File: src/rtl/lcd_byte_writer.sv
// lcd_byte_writer: writes one byte to an HD44780-style character LCD per
// custom-instruction call. The byte and RS are latched on start, followed by
// one setup cycle, a timed enable pulse and a timed low/hold phase. The unit
// then reports completion with a one-cycle done strobe and a result word.
// Every state change, counter step and output update is qualified by clk_en.
module lcd_byte_writer #(
   parameter int EN_HIGH_CYC    = 50000,
   parameter int HOLD_CYC       = 50000,
   parameter int CLEAR_WAIT_CYC = 82000
) (
   input  logic        clk,
   input  logic        reset,
   input  logic        clk_en,
   input  logic        start,
   input  logic [31:0] dataa,
   input  logic [31:0] datab,
   output logic [31:0] result,
   output logic        done,
   output logic        lcd_enable,
   output logic        lcd_rs,
   output logic        lcd_rw,
   output logic [7:0]  lcd_data
);

   typedef enum logic [2:0] {
      IDLE    = 3'd0,
      SETUP   = 3'd1,
      EN_HIGH = 3'd2,
      EN_LOW  = 3'd3,
      DONE    = 3'd4
   } state_t;

   // Terminal counts. Each phase counts from 0 up to its last value.
   localparam logic [16:0] EN_LAST    = 17'(EN_HIGH_CYC - 1);
   localparam logic [16:0] HOLD_LAST  = 17'(HOLD_CYC - 1);
   localparam logic [16:0] CLEAR_LAST = 17'(CLEAR_WAIT_CYC - 1);

   state_t      state;
   state_t      state_next;
   logic [16:0] counter;
   logic [16:0] counter_next;
   logic [16:0] low_last;
   logic        long_wait;
   logic        load;

   // The upper operand bits carry no meaning for this instruction.
   logic unused_inputs;
   assign unused_inputs = ^{dataa[31:8], datab[31:1]};

   // Clear and home are the two slow HD44780 commands that need the long wait.
   function automatic logic is_long_cmd(input logic [7:0] b, input logic rs);
      return (rs == 1'b0) && ((b == 8'h01) || (b == 8'h02));
   endfunction

   // Next-state and counter logic.
   always_comb begin
      state_next   = state;
      counter_next = counter;
      load         = 1'b0;
      if (long_wait) begin
         low_last = CLEAR_LAST;
      end else begin
         low_last = HOLD_LAST;
      end
      case (state)
         IDLE: begin
            if (start) begin
               load         = 1'b1;
               counter_next = 17'd0;
               state_next   = SETUP;
            end else begin
               state_next   = IDLE;
            end
         end
         SETUP: begin
            counter_next = 17'd0;
            state_next   = EN_HIGH;
         end
         EN_HIGH: begin
            if (counter == EN_LAST) begin
               counter_next = 17'd0;
               state_next   = EN_LOW;
            end else begin
               counter_next = counter + 17'd1;
            end
         end
         EN_LOW: begin
            if (counter == low_last) begin
               counter_next = 17'd0;
               state_next   = DONE;
            end else begin
               counter_next = counter + 17'd1;
            end
         end
         DONE: begin
            counter_next = 17'd0;
            state_next   = IDLE;
         end
         default: begin
            counter_next = 17'd0;
            state_next   = IDLE;
         end
      endcase
   end

   // State, counter and registered bus/result outputs; all hold while clk_en=0.
   always_ff @(posedge clk or negedge reset) begin
      if (!reset) begin
         state      <= IDLE;
         counter    <= 17'd0;
         long_wait  <= 1'b0;
         lcd_enable <= 1'b0;
         lcd_rs     <= 1'b0;
         lcd_rw     <= 1'b0;
         lcd_data   <= 8'h00;
         done       <= 1'b0;
         result     <= 32'd0;
      end else if (clk_en) begin
         state      <= state_next;
         counter    <= counter_next;
         lcd_enable <= (state_next == EN_HIGH);
         done       <= (state_next == DONE);
         if (state_next == DONE) begin
            result <= {22'd0, long_wait, lcd_rs, lcd_data};
         end else begin
            result <= 32'd0;
         end
         if (load) begin
            lcd_data  <= dataa[7:0];
            lcd_rs    <= datab[0];
            lcd_rw    <= 1'b0;
            long_wait <= is_long_cmd(dataa[7:0], datab[0]);
         end
      end
   end

endmodule
File: config.mk
export PLATFORM = sky130hd
export DESIGN_NAME = lcd_byte_writer
export DESIGN_NICKNAME = d
export VERILOG_FILES = /design/src/rtl/lcd_byte_writer.sv
export SDC_FILE = /design/constraint.sdc
export NUM_CORES = 1
export LEC_CHECK = 0
export CAP_MARGIN = 20
export CORE_MARGIN = 2
export CORE_UTILIZATION = 40
export DETAILED_ROUTE_END_ITERATION = 8
export PLACE_DENSITY = 0.8
export REMOVE_ABC_BUFFERS = 1
export SLEW_MARGIN = 5
export SYNTH_ARGS = -nofsm -noshare
export SYNTH_HDL_FRONTEND = slang
export SYNTH_SLANG_ARGS = --single-unit
File: constraint.sdc
create_clock -name clk -period 2.3 [get_ports clk]
set_input_delay 0.46 -clock clk [delete_from_list [all_inputs] [get_ports clk]]
set_output_delay 0.46 -clock clk [all_outputs]
set_load 0.02 [all_outputs]
==> metrics.cfg <==
[outcome]
outcome=complete, no violations

[power]
cellPowerDensity_mw_per_mm2=676
netSwitchingPower_mw=0.553
leakagePower_nw=1.20
power.combinational.fraction_pct=18.6
pwr-share-clk_pct=32.5
power_report.internal_total_mw=1.29
p_sw_share_pct=30.0
worst_ir_drop_vdd_mv=0.310
seq_power_share_pct=48.9

[sta]
timing.hold.ws_ns=0.153
finalClockSkew_ns=0.00632
finalSetupViolCount=0
maxSlewHeadroom_pct=52.3
min_period_ns=2.17
final.period_utilization_pct=94.5
final_hold_viol_count=0
number_of_max_slew_violations_in_the_final_report=0
setup_ws_final_ns=0.126
worstMarginPinSlew_ns=0.709
maxClockFrequency_mhz=460

[yosys]
synth_cell_type_count=45
number_of_warnings_issued_by_yosys=0
synth_area_leaders=sky130_fd_sc_hd__dfrtp_1 47%, sky130_fd_sc_hd__buf_4 7.8%, sky130_fd_sc_hd__mux2_2 4.6%, sky130_fd_sc_hd__a22o_2 3.6%, sky130_fd_sc_hd__nand2_1 3.0%
synth.avg_cell_area_sq_um=10.3
netlist_instances=215
synth_ff_type=sky130_fd_sc_hd__dfrtp_1
synth_top_area_cell=sky130_fd_sc_hd__dfrtp_1
part_of_the_yosys_area_used_for_sequential_elements_pct=47.4
synthArstFlopShare_pct=100
synth_largest_type_area_fraction_pct=47.4
synthesis.area_sq_mm=0.00222
ys_ff_latch=42
synth_edf_count=0

[worst_setup_path]
cp.required_ns=2.47
register_to_register_path_depth=5
worst-r2r-setup-slack_ns=0.13
r2r-end=counter[5]
worst-endpoint-arrival_ns=2.34
worst_setup_path_end_kind=register
cp-start-kind=register
critical_path.max_fanout=8
path_class=register to register
cp-startpoint=counter[9]
timing.critical_path.to=counter[5]
worst_r2r_startpoint=counter[9]

[placement]
post_placement_cell_area_sq_mm=0.00260
dp_slack_ns=0.112
place_congestion=0.813
detailedPlacementHpwl_um=3360
io_buf_count=33

[job]
drv.max_cap_violation_count=0

[grt]
grt_max_degree=29
vias_in_the_first_global_route=1569
antenna_found_initial=0
overflow=0
grt_pass1_wl_um=7720
global_route.usage.total_pct=16.1

[die]
floorplan.die.height_um=78.4
die_x_um=78.4
initial_utilization_pct=40.7
top_level_ports=112
placeableCoreArea_sq_mm=0.00544
design.die.area_sq_mm=0.00615
core.rowCount=27

[routing]
remaining_drc_errors=0
wire_per_inst_um=14.1
num_vias=1737
detailedRoute.firstPassIterationCount=4
drt_iter0_markers=150
routed_wl_um=4710
ant_nets=0
route.detailed.vias_per_inst=5.22

[cells_and_area]
leading_cell_type_in_the_layout_fill_and_taps_excluded=sky130_fd_sc_hd__dfrtp_1
final_cell_mix=42 x sky130_fd_sc_hd__dfrtp_1, 32 x sky130_fd_sc_hd__clkdlybuf4s50_1, 23 x sky130_fd_sc_hd__conb_1, 18 x sky130_fd_sc_hd__nand2_1, 13 x sky130_fd_sc_hd__buf_4
finalInstanceArea_sq_mm=0.00273
multi_input_area_sq_mm=0.00101
antenna_cells=0
fin_nets=329
post_route_cells_drive_above_1_share_pct=19.2
area_growth_pct=23.0
seqCellArea_sq_mm=0.00105
filler_cell_count=497

[cts]
clock_sink_count=42
cts.htree.levels=2
cts.path.max_buffers=2
tritoncts=done
clk_root_buffer_cell=sky130_fd_sc_hd__clkbuf_8
clk_pin_slew_ns=0.09
worst_skew_pair.late_latency_ns=0.30
tritoncts.num_buffers=5

[worst_hold_path]
hp-class=primary input to asynchronous set/reset pin

-- critical path, stage by stage (launching register included) --
cell and delay, ns:
sky130_fd_sc_hd__dfrtp_1 0.43, sky130_fd_sc_hd__or4b_2 0.68, sky130_fd_sc_hd__mux2i_1 0.28, sky130_fd_sc_hd__a21oi_4 0.15, sky130_fd_sc_hd__nor2_1 0.33, sky130_fd_sc_hd__o21ai_0 0.16
-- through the flow --
step           cells  total power [mW]  utilization (%)    TNS [ns]
2_1_floorplan    207              1.09                -           0
3_3_place_gp     325              1.24             47.7           0
3_5_place_dp     325              1.25             47.7           0
4_1_cts          333              1.85             49.8           0
5_1_grt          333              1.92             50.1  -0.0000886
6_report         333              1.84             50.1           0
-- synth_stat cells (3+ instances only) --
| master | count |
|---|---|
| sky130_fd_sc_hd__dfrtp_1 | 42 |
| sky130_fd_sc_hd__buf_4 | 23 |
| sky130_fd_sc_hd__nand2_1 | 18 |
| sky130_fd_sc_hd__nand3_1 | 11 |
| sky130_fd_sc_hd__a21oi_1 | 9 |
| sky130_fd_sc_hd__mux2_2 | 9 |
| sky130_fd_sc_hd__o21ai_0 | 9 |
| sky130_fd_sc_hd__a22o_2 | 8 |
| sky130_fd_sc_hd__inv_1 | 8 |
| sky130_fd_sc_hd__nand4_1 | 7 |
| sky130_fd_sc_hd__nor2_1 | 7 |
| sky130_fd_sc_hd__o22ai_1 | 6 |
| sky130_fd_sc_hd__nand2b_1 | 5 |
| sky130_fd_sc_hd__clkbuf_1 | 4 |
| sky130_fd_sc_hd__nor3_1 | 4 |
| sky130_fd_sc_hd__o31ai_1 | 4 |
| sky130_fd_sc_hd__mux2i_1 | 3 |
| sky130_fd_sc_hd__nor4_1 | 3 |
-- repair_timing --
action                                  in CTS  in global routing
hold endpoints to repair                     0                  0
resized for setup                            0                  3
hold buffers                                 0                  0
endpoints found under the setup margin       0                  4
setup buffers                                0                  0
-- metal layers --
metal  wire length [um]  global-route usage, %
met5                  0                      0
met4                 58                   5.44
met3                214                   3.45
met2               2400                   26.0
met1               2040                   21.7
-- registers in the layout, summed over array words and instances, names as in the netlist --
| signal | count |
|---|---|
| counter | 17 |
| done | 1 |
| lcd_data | 8 |
| lcd_enable | 1 |
| lcd_rs | 1 |
| long_wait | 1 |
| result | 10 |
| state | 3 |
-- cells by family after synthesis --
family | after synthesis | share of synthesized area, %
compound gates | 51 | 16.1
xor+xnor | 1 | 0.395
fa+ha+maj | 1 | 0.565
buf+inv | 39 | 11.2
flops | 42 | 47.4
mux | 12 | 5.93
other cells | 1 | 0.169
simple gates | 68 | 18.1
-- power by group through the flow --
stage / sequential (mW) / clock (mW) / combinational [mW]
6_report: 0.902 / 0.599 / 0.343
5_1_grt: 0.914 / 0.635 / 0.376
4_1_cts: 0.898 / 0.606 / 0.345
3_5_place_dp: 0.910 / 0 / 0.342
3_3_place_gp: 0.904 / 0 / 0.335
2_1_floorplan: 0.938 / 0 / 0.152
-- worst min-delay path by stage --
stage | slack, ns | from | to
6_report | 0.15 | reset | result[7]
5_1_grt | 0.20 | reset | lcd_data[6]
4_1_cts | 0.18 | reset | result[7]
3_5_place_dp | 0.49 | done | done
3_3_place_gp | 0.48 | done | done
2_1_floorplan | 0.16 | reset | counter[0]
-- final cells by class --
type                       instances  area share, %
timing repair buffer              46           15.5
multi-input combinational        156           37.2
clock inverter                     3           1.65
sequential                        42           38.5
tap                               72           3.30
clock buffer                       5           2.52
inverter                           9           1.24
No activity file was read; power rests on OpenSTA's default activity.
